File: src/rtl/frame_buf_writer.sv
// Packs the camera byte stream into little-endian 32-bit words and writes one armed frame to SPRAM.
// Optional macro FRAME_CHECKSUM_EN adds a mod-2^32 sum of accepted words on the checksum output.
module frame_buf_writer #(
    parameter int ADDR_W    = 14,
    parameter int BASE_ADDR = 0,
    parameter int MAX_WORDS = 4800
) (
    input  logic              clk,
    input  logic              rst,
    input  logic              i_sof,
    input  logic              i_eof,
    input  logic [7:0]        i_dat,
    input  logic              i_vld,
    input  logic              arm,
    input  logic              abort,
    output logic [ADDR_W-1:0] mem_addr,
    output logic [31:0]       mem_wdata,
    output logic              mem_we,
    input  logic              mem_ready,
    output logic              busy,
    output logic              frame_done,
    output logic [ADDR_W:0]   words_written,
    output logic              overflow,
    output logic [31:0]       checksum
);

    typedef enum logic [1:0] {IDLE, WAIT_SOF, CAPTURE, FLUSH} state_t;

    localparam logic [ADDR_W-1:0] BASE = ADDR_W'(BASE_ADDR);
    localparam logic [ADDR_W-1:0] LAST = ADDR_W'(BASE_ADDR + MAX_WORDS - 1);
    localparam logic [ADDR_W:0]   CAP  = (ADDR_W+1)'(MAX_WORDS);
    localparam logic [ADDR_W:0]   ONE  = (ADDR_W+1)'(1);

    state_t            state_q, state_d;
    logic [1:0]        lane_q, lane_next;
    logic [31:0]       asm_q, asm_next;
    logic              pend_q;
    logic [31:0]       pend_word_q;
    logic [31:0]       fifo_mem [2];
    logic              fifo_wr_q, fifo_rd_q;
    logic [1:0]        fifo_cnt_q;
    logic [ADDR_W:0]   push_cnt_q, acc_cnt_q, words_q;
    logic [ADDR_W-1:0] addr_q;
    logic              ovf_q, done_q;

    logic start, flush_done, cap_en, arm_ok;
    logic word_full, word_part;
    logic pop, push, drop, room;

    // NOTE: state register uses <= so every flop samples pre-edge values.
    always_ff @(posedge clk or posedge rst) begin
        if (rst) state_q <= IDLE;
        else     state_q <= state_d;
    end

    // NOTE: every output gets a default first so no path can infer a latch.
    always_comb begin
        state_d    = state_q;
        start      = 1'b0;
        flush_done = 1'b0;
        case (state_q)
            IDLE:     if (arm) state_d = WAIT_SOF;
            WAIT_SOF: if (i_sof) begin
                          state_d = CAPTURE;
                          start   = 1'b1;
                      end
            CAPTURE:  if (i_eof) state_d = FLUSH;
            FLUSH:    if (!pend_q && fifo_cnt_q == 2'd0) begin
                          state_d    = IDLE;
                          flush_done = 1'b1;
                      end
            default:  state_d = IDLE;
        endcase
        if (abort) begin
            state_d    = IDLE;
            start      = 1'b0;
            flush_done = 1'b0;
        end
    end

    // Byte merge: lane 0 starts a fresh word so unwritten upper lanes read as zero.
    always_comb begin
        asm_next  = asm_q;
        lane_next = lane_q;
        if (i_vld) begin
            if (lane_q == 2'd0) asm_next = {24'h0, i_dat};
            else                asm_next[{lane_q, 3'b000} +: 8] = i_dat;
            lane_next = lane_q + 2'd1;
        end
    end

    assign cap_en    = (state_q == CAPTURE) && !abort;
    assign arm_ok    = (state_q == IDLE) && arm && !abort;
    assign word_full = i_vld && (lane_q == 2'd3);
    assign word_part = i_eof && (lane_next != 2'd0);

    assign mem_we    = (fifo_cnt_q != 2'd0) && !abort;
    assign pop       = mem_we && mem_ready;
    assign room      = (fifo_cnt_q != 2'd2) || pop;
    assign push      = pend_q && !abort && (push_cnt_q < CAP) && room;
    assign drop      = pend_q && !abort && !((push_cnt_q < CAP) && room);

    always_ff @(posedge clk or posedge rst) begin
        if (rst) begin
            lane_q      <= 2'd0;
            asm_q       <= '0;
            pend_q      <= 1'b0;
            pend_word_q <= '0;
            fifo_wr_q   <= 1'b0;
            fifo_rd_q   <= 1'b0;
            fifo_cnt_q  <= 2'd0;
            push_cnt_q  <= '0;
            acc_cnt_q   <= '0;
            words_q     <= '0;
            addr_q      <= BASE;
            ovf_q       <= 1'b0;
            done_q      <= 1'b0;
        end else begin
            done_q      <= flush_done;
            pend_q      <= cap_en && (word_full || word_part);
            pend_word_q <= asm_next;
            if (flush_done) words_q <= acc_cnt_q;
            if (cap_en) begin
                asm_q  <= asm_next;
                lane_q <= lane_next;
            end
            if (arm_ok)    ovf_q <= 1'b0;
            else if (drop) ovf_q <= 1'b1;
            if (start) begin
                lane_q     <= 2'd0;
                push_cnt_q <= '0;
                acc_cnt_q  <= '0;
                addr_q     <= BASE;
            end else begin
                if (push) push_cnt_q <= push_cnt_q + ONE;
                if (pop) begin
                    acc_cnt_q <= acc_cnt_q + ONE;
                    if (addr_q < LAST) addr_q <= addr_q + ADDR_W'(1);
                end
            end
            if (abort) begin
                fifo_wr_q  <= 1'b0;
                fifo_rd_q  <= 1'b0;
                fifo_cnt_q <= 2'd0;
            end else begin
                if (push) fifo_wr_q <= ~fifo_wr_q;
                if (pop)  fifo_rd_q <= ~fifo_rd_q;
                fifo_cnt_q <= fifo_cnt_q + 2'(push) - 2'(pop);
            end
        end
    end

    // NOTE: FIFO storage has no reset; fifo_cnt_q qualifies every read of it.
    always_ff @(posedge clk) begin
        if (push) fifo_mem[fifo_wr_q] <= pend_word_q;
    end

    assign mem_wdata     = (fifo_cnt_q != 2'd0) ? fifo_mem[fifo_rd_q] : 32'h0;
    assign mem_addr      = addr_q;
    assign busy          = (state_q != IDLE);
    assign frame_done    = done_q;
    assign words_written = words_q;
    assign overflow      = ovf_q;

`ifdef FRAME_CHECKSUM_EN
    logic [31:0] sum_q, cks_q;

    always_ff @(posedge clk or posedge rst) begin
        if (rst) begin
            sum_q <= '0;
            cks_q <= '0;
        end else begin
            if (start)    sum_q <= '0;
            else if (pop) sum_q <= sum_q + mem_wdata;
            if (flush_done) cks_q <= sum_q;
        end
    end

    assign checksum = cks_q;
`else
    assign checksum = 32'h0;
`endif

endmodule

File: config.mk
export PLATFORM = sky130hd
export DESIGN_NAME = frame_buf_writer
export DESIGN_NICKNAME = d
export VERILOG_FILES = /design/src/rtl/frame_buf_writer.sv
export SDC_FILE = /design/constraint.sdc
export NUM_CORES = 1
export LEC_CHECK = 0
export ABC_AREA = 1
export CAP_MARGIN = 20
export CORE_ASPECT_RATIO = 1.1
export CORE_MARGIN = 1
export CORE_UTILIZATION = 39
export CTS_CLUSTER_DIAMETER = 30
export DETAILED_ROUTE_END_ITERATION = 10
export GPL_ROUTABILITY_DRIVEN = 0
export PLACE_DENSITY = 0.64
export SYNTH_ARGS = -nofsm -noshare
export SYNTH_HDL_FRONTEND = slang
export SYNTH_SLANG_ARGS = --single-unit
File: constraint.sdc
create_clock -name clk -period 6.8 [get_ports clk]
set_input_delay 0.68 -clock clk [delete_from_list [all_inputs] [get_ports clk]]
set_output_delay 0.68 -clock clk [all_outputs]
set_load 0.02 [all_outputs]
==> impl_metrics.yaml <==
yosys:
  async_reset_ff_share_pct: 67.7
  syn-mean-instance-area_sq_um: 8.97
  synth_edf_count: 64
  synth_largest_area_cell: "dfrtp_1"
  synthFlopType: "dfrtp_1"
  synthCells: 1039
  synth_most_common_cell: "nand2_1"
  yosys_warnings: 0
  synth.distinct_cells: 39
  ys_seq_area_share_pct: 56.6
  synth_top_area_share_pct: 36.0
  yosys-top-cells-area: "dfrtp_1, edfxtp_1, nand2_1"
  synthesis.area_sq_um: 9320
  ys_seq_elements: 198
  synth_top_cells_by_count: "nand2_1, dfrtp_1, nor2_1"
floorplan:
  die_area_sq_um: 24500
  num_io_pins: 113
  dieWidth_um: 149
  start_util_pct: 40.3
  dieHeight_um: 164
  core_sq_um: 23100
  num_rows: 58
sta:
  maxSlewHeadroom_pct: 34.7
  worst_pin_slew_ns: 0.977
  post-route-period-util_pct: 48.4
  fin_worst_skew_ns: 0.0125
  rsz0062_at_grt: "false"
  setup_slack_ns: 3.51
  slew_violations: 0
  fmax_mhz: 304
  whs_ns: 0.441
  post-route-min-period_ns: 3.29
  finalHoldViolCount: 0
  finalSetupTns_ns: 0
  setup_viol: 0
final_layout:
  seqCellArea_sq_um: 5280
  n_antenna_cell: 0
  multi_input_area_sq_um: 3380
  n_fill_cell: 2171
  stdcell_area_sq_um: 10900
  nets: 1134
  syn_to_final_growth_pct: 17.0
  drive_gt1_share_pct: 6.89
worst_setup_path:
  critPathLaunchType: "flip-flop"
  crit_path_max_fanout: 35
  path_cells: "buf_4 > inv_1 > nand2_1 > a21oi_1 > clkdlybuf4s50_1"
  cp.arrival_ns: 2.61
  r2r_cells: 8
  crit_type: "reg2out"
  cp.required_ns: 6.12
  rr_startpoint: "push_cnt_q[8]"
  cp-startpoint: "fifo_rd_q"
  slowest_stage: "clkdlybuf4s50_1"
  critPathCaptureType: "primary output"
  critPathMaxStageDelay_ns: 0.67
clocking:
  cts_sinks: 198
  cts_tree: "yes"
  clock_latency_ns: 0.44
  cts_root_buf: "clkbuf_16"
  postCtsSetupBuffers: 0
  cts_buffers: 17
  ctsResizeCount: 0
  clk_pin_slew_ns: 0.07
  cts.hold.buffers_added: 0
  clk_path_buf_depth: 2
  h-tree-depth: 4
pwr:
  p_leak_nw: 4.88
  p_per_area_nw_per_um2: 331
  vdd_drop_max_mv: 0.189
placed_design:
  place_ws_ns: 3.28
  port_buffers: 80
  hpwl_mm: 12.9
  placed_area_sq_um: 10200
global_routing:
  grt-ovfl-total: 0
  grt_pass1_vias: 6292
  grt_pass1_wl_mm: 32.1
  grt.total_usage_pct: 16.8
  grt_start_max_net_pins: 69
  antenna_found_initial: 0
drt:
  drc: 0
  vias: 6818
  drtPass1Iterations: 5
  vias_per_cell: 4.81
  wl_per_cell_um: 13.7
  detail-route-antenna-nets: 0
  drt_iter0_drc: 575
  wl_mm: 19.4
job:
  drv_cap: 0
outcome:
  status: "completed"
min_path:
  hold_class: "reg2reg"
  min_from: "pend_word_q[23]"
  holdPathStages: 0
==> layer usage <==
metal	track usage [%]	vias up	share of wire, %	wire length [um]
met5	0	-	0	0
met4	6.45	0	1.5	297
met3	2.50	21	3.2	616
met2	27.4	148	49	9440
met1	22.6	3199	47	9070
li1	-	3450	-	-
==> cell families after synthesis <==
family	Yosys count	share of synthesized area, %
xor gates and xnor gates	12	1.13
AOI/OAI and AO/OA	143	8.19
adders and majority gates	14	1.88
other	1	0.0402
and+or+nand+nor	510	23.7
DFF	198	56.6
buffers and inverters	161	8.46
==> power breakdown <==
| part | leakage [nW] | internal (mW) | switching (mW) |
|---|---|---|---|
| Sequential | 2.39 | 1.51 | 0.140 |
| Combinational | 2.18 | 0.303 | 0.589 |
| Clock | 0.312 | 0.545 | 0.525 |
==> cells in the final DEF, fill, tap and decap left out, types with 5 or more instances in the layout <==
cell type and n:
nand4_1 16, nor3_1 13, inv_8 5, nor2_1 82, buf_4 5, clkinv_8 5, clkbuf_16 17, nand2_1 318
conb_1 32, ha_1 14, nor2_2 6, o21ai_0 39, a21oi_1 65, nand2_4 5, edfxtp_1 64, nand3_1 50
o21ai_1 21, inv_1 82, inv_2 5, dfrtp_1 134, o22ai_1 6, xor2_1 9, clkdlybuf4s50_1 80
==> final cells by class <==
| class | count | share of cell area (%) |
|---|---|---|
| Multi-Input combinational cell | 711 | 31.0 |
| Tap cell | 300 | 3.44 |
| Sequential cell | 198 | 48.3 |
| Clock buffer | 17 | 3.90 |
| Inverter | 89 | 3.13 |
| Clock inverter | 15 | 2.00 |
| Timing Repair Buffer | 87 | 8.19 |
==> stage by stage <==
stage / power [mW] / instances / utilization, %
finish: 3.61 / 1417 / 47.1
global route: 3.83 / 1417 / 47.1
CTS: 3.63 / 1415 / 46.9
detailed placement: 2.57 / 1383 / 44.1
global placement: 2.54 / 1383 / 44.1
floorplan: 2.30 / 1070 / -
==> state kept, by name, indices dropped and copies added, names as in the netlist <==
register	cells
fifo_rd_q	1
lane_q	2
state_q	2
fifo_wr_q	1
acc_cnt_q	15
push_cnt_q	15
pend_q	1
mem_addr	14
fifo_cnt_q	2
overflow	1
asm_q	32
words_written	15
fifo_mem	64
pend_word_q	32
frame_done	1
==> critical path, delay by kind of cell (launching register included) <==
family	cells	cell delay, ns
AND/OR/NAND/NOR	1	0.11
buffers and inverters	3	1.38
AO/OA/AOI/OAI	1	0.31
flip-flops	1	0.37
==> final timing paths <==
path | endpoint | slack (ns)
max | mem_wdata[26] | 3.51
min | fifo_mem[1][23] | 0.44
max reg2reg | fifo_mem[1][29] | 4.21
min reg2reg | fifo_mem[1][23] | 0.44
max in group asynchronous | fifo_rd_q | 4.79
min in group asynchronous | push_cnt_q[0] | 0.70
Note: power is estimated with default switching activity, not from simulation.
